--- config.mk ---
export PLATFORM = sky130hd
export DESIGN_NAME = image_three2window_flat
export DESIGN_NICKNAME = d
export VERILOG_FILES = /design/src/rtl/image_three2window_pkg.sv /design/src/rtl/image_three2window_if.sv /design/src/rtl/image_window_col_fifo.sv /design/src/rtl/image_three2window.sv /design/src/flat_wrapper.sv
export SDC_FILE = /design/constraint.sdc
export NUM_CORES = 1
export LEC_CHECK = 0
export ABC_AREA = 1
export BUFFER_PORTS_ARGS = -buffer_cell sky130_fd_sc_hd__buf_2
export CAP_MARGIN = 5
export CORE_ASPECT_RATIO = 1.2
export CORE_UTILIZATION = 30
export CTS_CLUSTER_DIAMETER = 30
export DETAILED_ROUTE_END_ITERATION = 10
export MAX_ROUTING_LAYER = met4
export PLACE_DENSITY = 0.58
export SETUP_SLACK_MARGIN = 0.02
export SYNTH_ARGS = -nofsm -noshare
export SYNTH_HDL_FRONTEND = slang
export SYNTH_SLANG_ARGS = --single-unit
--- constraint.sdc ---
create_clock -name clk -period 2.7 [get_ports clk]
set_input_delay 0.135 -clock clk [delete_from_list [all_inputs] [get_ports clk]]
set_output_delay 0.135 -clock clk [all_outputs]
set_load 0.02 [all_outputs]
--- src/rtl/image_three2window_pkg.sv ---
// Shared constants, FSM encoding and helpers for the three-row window builder.
package image_three2window_pkg;

  localparam int W           = 8;
  localparam int ADDR_BITS   = 10;
  localparam int RD_LATENCY  = 2;
  localparam int CFIFO_DEPTH = 4;
  localparam int COL_W       = 3 * W;
  localparam int WIN_W       = 9 * W;
  localparam int CNT_BITS    = $clog2(CFIFO_DEPTH + 1);

  // One-hot, matching the row buffer's state style.
  typedef enum logic [3:0] {
    ST_IDLE  = 4'b0001,
    ST_ISSUE = 4'b0010,
    ST_DRAIN = 4'b0100,
    ST_DONE  = 4'b1000
  } state_e;

  // Number of reads currently travelling through the row buffer pipeline.
  function automatic int count_ones(input logic [RD_LATENCY-1:0] v);
    int n;
    n = 0;
    for (int i = 0; i < RD_LATENCY; i++) begin
      n = n + (v[i] ? 1 : 0);
    end
    return n;
  endfunction

endpackage

--- src/rtl/image_three2window_if.sv ---
// Row-buffer read side plus window stream towards the convolution engine.
interface image_three2window_if;
  import image_three2window_pkg::*;

  logic                 Start_Row;
  logic [ADDR_BITS-1:0] Row_Num_After_Padding;
  logic [ADDR_BITS-1:0] Rd_Addr;
  logic [COL_W-1:0]     Row_Data;
  logic                 Busy;
  logic [WIN_W-1:0]     M_Window;
  logic                 M_Valid;
  logic                 M_Ready;
  logic                 Row_Done;

  // Window builder side.
  modport master (
    input  Start_Row, Row_Num_After_Padding, Row_Data, M_Ready,
    output Rd_Addr, Busy, M_Window, M_Valid, Row_Done
  );

  // Row buffer / convolution engine side.
  modport slave (
    output Start_Row, Row_Num_After_Padding, Row_Data, M_Ready,
    input  Rd_Addr, Busy, M_Window, M_Valid, Row_Done
  );

endinterface

--- src/rtl/image_window_col_fifo.sv ---
// Show-ahead synchronous FIFO holding 3-row column words between the row
// buffer read pipeline and the window shift register.
module image_window_col_fifo #(
  parameter int WIDTH = 24,
  parameter int DEPTH = 4
) (
  input  logic                       clk,
  input  logic                       rst,
  input  logic                       wr_en_i,
  input  logic [WIDTH-1:0]           wr_data_i,
  input  logic                       rd_en_i,
  output logic [WIDTH-1:0]           rd_data_o,
  output logic [$clog2(DEPTH+1)-1:0] count_o,
  output logic                       empty_o
);

  localparam int PTR_BITS = (DEPTH > 1) ? $clog2(DEPTH) : 1;
  localparam int CNT_W    = $clog2(DEPTH + 1);

  logic [WIDTH-1:0]    mem_q [DEPTH];
  logic [PTR_BITS-1:0] wr_ptr_q;
  logic [PTR_BITS-1:0] rd_ptr_q;
  logic [CNT_W-1:0]    count_q;
  logic                rd_s;

  function automatic logic [PTR_BITS-1:0] ptr_next(input logic [PTR_BITS-1:0] p);
    if (p == PTR_BITS'(DEPTH - 1)) begin
      return '0;
    end else begin
      return p + PTR_BITS'(1);
    end
  endfunction

  assign rd_s      = rd_en_i && (count_q != '0);
  assign rd_data_o = mem_q[rd_ptr_q];
  assign count_o   = count_q;
  assign empty_o   = (count_q == '0);

  // Storage, pointers and occupancy; the producer guarantees it never overfills.
  always_ff @(posedge clk) begin
    if (rst) begin
      for (int i = 0; i < DEPTH; i++) begin
        mem_q[i] <= '0;
      end
      wr_ptr_q <= '0;
      rd_ptr_q <= '0;
      count_q  <= '0;
    end else begin
      if (wr_en_i) begin
        mem_q[wr_ptr_q] <= wr_data_i;
        wr_ptr_q        <= ptr_next(wr_ptr_q);
      end
      if (rd_s) begin
        rd_ptr_q <= ptr_next(rd_ptr_q);
      end
      case ({wr_en_i, rd_s})
        2'b10:   count_q <= count_q + CNT_W'(1);
        2'b01:   count_q <= count_q - CNT_W'(1);
        default: count_q <= count_q;
      endcase
    end
  end

endmodule

--- src/rtl/image_three2window.sv ---
// Reads one padded 3-row band column by column and streams 3x3 windows
// under valid/ready flow control.
module image_three2window
  import image_three2window_pkg::*;
(
  input  logic                 clk,
  input  logic                 rst,
  image_three2window_if.master bus
);

  state_e                state_q, state_d;
  logic [ADDR_BITS-1:0]  n_q, n_d;
  logic [ADDR_BITS-1:0]  addr_q, addr_d;
  logic [ADDR_BITS-1:0]  col_cnt_q, col_cnt_d;
  logic [RD_LATENCY-1:0] vld_q;
  logic [COL_W-1:0]      col_q [3];
  logic                  m_valid_q, m_valid_d;
  logic                  busy_q;
  logic                  row_done_q;

  logic                  issue_s;
  logic                  start_s;
  logic                  pop_s;
  logic                  credit_s;
  int                    inflight_s;
  logic                  fifo_empty_s;
  logic [CNT_BITS-1:0]   fifo_count_s;
  logic [COL_W-1:0]      fifo_data_s;
  logic [WIN_W-1:0]      win_s;

  image_window_col_fifo #(
    .WIDTH (COL_W),
    .DEPTH (CFIFO_DEPTH)
  ) u_col_fifo (
    .clk       (clk),
    .rst       (rst),
    .wr_en_i   (vld_q[RD_LATENCY-1]),
    .wr_data_i (bus.Row_Data),
    .rd_en_i   (pop_s),
    .rd_data_o (fifo_data_s),
    .count_o   (fifo_count_s),
    .empty_o   (fifo_empty_s)
  );

  // A read may only be issued if its data is sure to find a FIFO slot.
  always_comb begin
    inflight_s = count_ones(vld_q);
    credit_s   = ((int'(fifo_count_s) + inflight_s) < CFIFO_DEPTH);
  end

  // Row sequencing: latch N, issue addresses under credit, drain, retire.
  always_comb begin
    state_d = state_q;
    n_d     = n_q;
    addr_d  = addr_q;
    issue_s = 1'b0;
    start_s = 1'b0;
    case (state_q)
      ST_IDLE: begin
        if (bus.Start_Row) begin
          state_d = ST_ISSUE;
          n_d     = bus.Row_Num_After_Padding;
          addr_d  = '0;
          start_s = 1'b1;
        end else begin
          state_d = ST_IDLE;
        end
      end
      ST_ISSUE: begin
        if (addr_q >= n_q) begin
          state_d = ST_DRAIN;
        end else if (credit_s) begin
          issue_s = 1'b1;
          addr_d  = addr_q + ADDR_BITS'(1);
          if (addr_d == n_q) begin
            state_d = ST_DRAIN;
          end else begin
            state_d = ST_ISSUE;
          end
        end else begin
          state_d = ST_ISSUE;
        end
      end
      ST_DRAIN: begin
        if ((inflight_s == 0) && fifo_empty_s && (!m_valid_q || bus.M_Ready)) begin
          state_d = ST_DONE;
        end else begin
          state_d = ST_DRAIN;
        end
      end
      ST_DONE: begin
        state_d = ST_IDLE;
        addr_d  = '0;
      end
      default: begin
        state_d = ST_IDLE;
        addr_d  = '0;
      end
    endcase
  end

  // Window shift control: pop whenever the output slot is free or being emptied.
  always_comb begin
    pop_s     = !fifo_empty_s && (!m_valid_q || bus.M_Ready);
    col_cnt_d = col_cnt_q;
    m_valid_d = m_valid_q;
    if (start_s) begin
      col_cnt_d = '0;
      m_valid_d = 1'b0;
    end else if (pop_s) begin
      col_cnt_d = col_cnt_q + ADDR_BITS'(1);
      m_valid_d = (col_cnt_d >= ADDR_BITS'(3));
    end else if (bus.M_Ready) begin
      m_valid_d = 1'b0;
    end else begin
      m_valid_d = m_valid_q;
    end
  end

  // State, counters, read-tag pipe, shift window and registered status outputs.
  always_ff @(posedge clk) begin
    if (rst) begin
      state_q    <= ST_IDLE;
      n_q        <= '0;
      addr_q     <= '0;
      col_cnt_q  <= '0;
      vld_q      <= '0;
      m_valid_q  <= 1'b0;
      busy_q     <= 1'b0;
      row_done_q <= 1'b0;
      for (int i = 0; i < 3; i++) begin
        col_q[i] <= '0;
      end
    end else begin
      state_q    <= state_d;
      n_q        <= n_d;
      addr_q     <= addr_d;
      col_cnt_q  <= col_cnt_d;
      vld_q      <= RD_LATENCY'({vld_q, issue_s});
      m_valid_q  <= m_valid_d;
      busy_q     <= (state_d == ST_ISSUE) || (state_d == ST_DRAIN);
      row_done_q <= (state_d == ST_DONE);
      if (pop_s) begin
        col_q[0] <= col_q[1];
        col_q[1] <= col_q[2];
        col_q[2] <= fifo_data_s;
      end
    end
  end

  // Element k = row*3 + col; column words carry top row in their low byte.
  always_comb begin
    win_s = '0;
    for (int r = 0; r < 3; r++) begin
      for (int c = 0; c < 3; c++) begin
        win_s[(r*3 + c)*W +: W] = col_q[c][r*W +: W];
      end
    end
  end

  assign bus.Rd_Addr  = addr_q;
  assign bus.Busy     = busy_q;
  assign bus.M_Valid  = m_valid_q;
  assign bus.M_Window = win_s;
  assign bus.Row_Done = row_done_q;

endmodule

--- src/flat_wrapper.sv ---
// flat-port wrapper written by rule: the top's interface ports become plain ports
module image_three2window_flat import image_three2window_pkg::*;
  (clk, rst, bus_Start_Row, bus_Row_Num_After_Padding, bus_Row_Data, bus_M_Ready, bus_Rd_Addr, bus_Busy, bus_M_Window, bus_M_Valid, bus_Row_Done);
  image_three2window_if bus_i ();
  input  logic clk;
  input  logic rst;
  input wire logic [$bits(bus_i.Start_Row)-1:0] bus_Start_Row;
  input wire logic [$bits(bus_i.Row_Num_After_Padding)-1:0] bus_Row_Num_After_Padding;
  input wire logic [$bits(bus_i.Row_Data)-1:0] bus_Row_Data;
  input wire logic [$bits(bus_i.M_Ready)-1:0] bus_M_Ready;
  output wire logic [$bits(bus_i.Rd_Addr)-1:0] bus_Rd_Addr;
  output wire logic [$bits(bus_i.Busy)-1:0] bus_Busy;
  output wire logic [$bits(bus_i.M_Window)-1:0] bus_M_Window;
  output wire logic [$bits(bus_i.M_Valid)-1:0] bus_M_Valid;
  output wire logic [$bits(bus_i.Row_Done)-1:0] bus_Row_Done;
  assign bus_i.Start_Row = bus_Start_Row;
  assign bus_i.Row_Num_After_Padding = bus_Row_Num_After_Padding;
  assign bus_i.Row_Data = bus_Row_Data;
  assign bus_i.M_Ready = bus_M_Ready;
  assign bus_Rd_Addr = bus_i.Rd_Addr;
  assign bus_Busy = bus_i.Busy;
  assign bus_M_Window = bus_i.M_Window;
  assign bus_M_Valid = bus_i.M_Valid;
  assign bus_Row_Done = bus_i.Row_Done;
  image_three2window u_core (.clk(clk), .rst(rst), .bus(bus_i));
endmodule
==> impl_metrics.toml <==
[status]
outcome = "finished clean"

[critical_path]
path_class = "flip-flop to flip-flop"
cp-start-kind = "flip-flop"
cp_max_fo = 11
worstSetupEndpointType = "flip-flop"
worst_ep_required_time_ns = 3.15
r2r_cells = 10
cp-startpoint = "u_core.bus.Rd_Addr[0]"
timing.rr.start = "u_core.bus.Rd_Addr[0]"
r2r_setup_slack_ns = 0.44
worstPathArrival_ns = 2.71
timing.rr.end = "u_core.bus.Rd_Addr[4]"

[synth]
avgSynthCellArea_um2 = 9.61
synth_top_area_share = 0.533
synthTopCellsByCount = "275 x nor2_1, 168 x edfxtp_1, 136 x inv_1, 82 x nand2_1, 73 x o21ai_0"
ys.flop_type = "edfxtp_1"
yosysWarnings = 0
syn_inst = 985
ys_types = 34
ys_seq_elements = 216
synth_top_area_cell = "edfxtp_1"
synth.net_count = 1043
synth_edf_count = 168
yosys.cell_count.top_type = "nor2_1"
synth_seq_area_share = 0.635
syn_area_um2 = 9460
synthTopCellsByArea = "edfxtp_1 53%, nor2_1 11%, dfxtp_1 10%"
synth-async-reset-ratio = 0

[sta]
clock_skew_ns = 0.0268
hold_viol = 0
period_minus_slack_ns = 2.26
period_share = 0.838
final_max_slew_viol_count = 0
setup_viol = 0
slew-limit-headroom = 0.479
holdWs_ns = 0.000945
finalSetupTns_ns = 0
max_freq_mhz = 442
rsz0062_at_grt = "false"
worst_pin_slew_ns = 0.779

[global_routing]
grt_start_max_net_pins = 74
grt_pass1_vias = 7028
antenna_found_initial = 1
grt.total_usage = 0.140
grt_overflow = 0
grt_pass1_wl_um = 34800

[clock_tree]
cts.htree.levels = 2
insertion_delay_ns = 0.54
clk_pin_slew_ns = 0.05
cts_buffers = 46
postCtsSetupBuffers = 0
cts_resized = 0
cts_root_buf = "clkbuf_16"
clockBufferDepth = 3
cts_tree = "built"
cts.sinks = 216

[power]
p_total_mw = 13.8
switchingPower_mw = 4.37
pwr-share-seq = 0.350
p_per_area_nw_per_um2 = 1090
p_int_mw = 9.38
power_leakage_nw = 5.46
ir_drop_mv = 0.626
p_clk_frac = 0.413
swShare = 0.318
combinationalPowerShare = 0.236

[hold_path]
hp-start = "bus_Row_Data[2]"
min_delay_path_depth = 3
hp-class = "input port to flip-flop"
hold_path_end = "u_core.u_col_fifo.mem_q[3][2]"

[die]
boundaryPins = 123
core_area_um2 = 30700
initial_utilization = 0.308
die_h_um = 197
dieArea_um2 = 32300
rows = 70
die_w_um = 164

[finish]
final_core_util = 0.409
drive_gt1_frac = 0.193
nFillCells = 2951
area_growth_pct = 33.0
nets = 1234

[placement]
place_hpwl_um = 14000
gp_congestion = 0.843
place.port_buffers = 122

[drt]
ant_nets = 0
drc = 0
firstDrtPassIters = 6
drt_iter0_drc = 400
wl_per_cell_um = 13.4
totalWireLength_um = 21600
via_per_inst = 4.45
vias = 7168

[flow_run]
cap_violations = 0
-- sequential cells by signal (all words and copies together), names as in the netlist, named ones only --
signal                      flops
u_core.bus.Busy                 1
u_core.n_q                     10
u_core.u_col_fifo.mem_q        96
u_core.col_q                   72
u_core.col_cnt_q               10
u_core.state_q                  4
u_core.u_col_fifo.wr_ptr_q      2
u_core.u_col_fifo.count_o       3
u_core.bus.Row_Done             1
u_core.bus.M_Valid              1
u_core.vld_q                    2
u_core.u_col_fifo.rd_ptr_q      2
u_core.bus.Rd_Addr             10
-- layout by cell type (no fill, tap or decap), types with 2 or more instances in the layout --
master         count
xor2_1             7
edfxtp_1         168
nand3_1           40
clkbuf_1           9
a21oi_1           55
nor2_4             2
buf_4             22
clkinv_2          10
nor3_1             4
buf_12             2
nand2_2            5
buf_2            122
clkbuf_8           3
dfxtp_1           48
nor2_1           274
clkinvlp_4         5
nand4_1            7
nand2_1           80
clkbuf_16         46
o211ai_1           4
clkinv_1           2
nor2_2             3
inv_1            136
o21ai_0           73
bufinv_16          7
a22oi_1            8
dlygate4sd3_1     35
ha_1              19
-- worst max path at each step --
stage | to | slack [ns]
2_1_floorplan | u_core.col_q[0][0] | 0.40
3_3_place_gp | u_core.bus.Rd_Addr[9] | 0.55
3_5_place_dp | u_core.bus.Rd_Addr[4] | 0.43
4_1_cts | u_core.bus.Rd_Addr[3] | 0.43
5_1_grt | u_core.bus.Rd_Addr[2] | 0.22
6_report | u_core.bus.Rd_Addr[4] | 0.44
-- stage by stage --
| stage | instances | instance area (um2) | worst slack, ns |
|---|---|---|---|
| CTS | 1608 | 12600 | 0.426 |
| global placement | 1489 | 10600 | 0.553 |
| detailed placement | 1489 | 10600 | 0.431 |
| global route | 1610 | 12600 | 0.216 |
| floorplan | 985 | 9470 | 0.401 |
| finish | 1610 | 12600 | 0.437 |
-- logic make-up after synthesis --
family,Yosys count,share of synthesized area
xor+xnor,8,0.00740
fa+ha+maj,20,0.0272
buf+inv,176,0.0709
simple gates,420,0.179
flops,216,0.635
compound gates,145,0.0809
-- critical path, cell delays in order (launching register included) --
cell	delay [ns]
dfxtp_1	0.41
inv_1	0.13
ha_1	0.30
inv_1	0.05
nor3_1	0.17
nand4_1	0.10
nand4_1	0.16
nand2_1	0.07
nand2_1	0.34
nand2_2	0.26
a22oi_1	0.20
-- area by class of cell --
type,instances,area [um2],area share
diodes,1,2.50,0.000199
multi-input cells,593,2800,0.223
repair buffers,181,1170,0.0927
inverters,138,518,0.0412
clock inverters,27,369,0.0293
clock buffers,58,1230,0.0974
well taps,396,495,0.0394
flip-flops and latches,216,6010,0.477
-- per-layer routing --
layer / routed length [um] / track usage / vias to the layer above
met1: 8850 / 0.151 / 3326
met4: 438 / 0.0432 / 0
li1: - / - / 3623
met3: 1260 / 0.0320 / 42
met2: 11100 / 0.251 / 177
met5: 0 / - / -
-- power groups by stage --
stage	Sequential [mW]	Combinational, mW	Clock [mW]
3_5_place_dp	4.89	3.25	0
3_3_place_gp	4.87	3.20	0
4_1_cts	4.83	3.31	5.78
5_1_grt	4.93	3.67	5.95
6_report	4.82	3.25	5.69
2_1_floorplan	5.52	1.50	0
-- repair_timing --
item	4_1_cts	5_1_grt
endpoints found under the setup margin	0	0
hold buffers	34	1
endpoints found under the hold margin	106	1
Note: power is estimated with default switching activity, not from simulation.
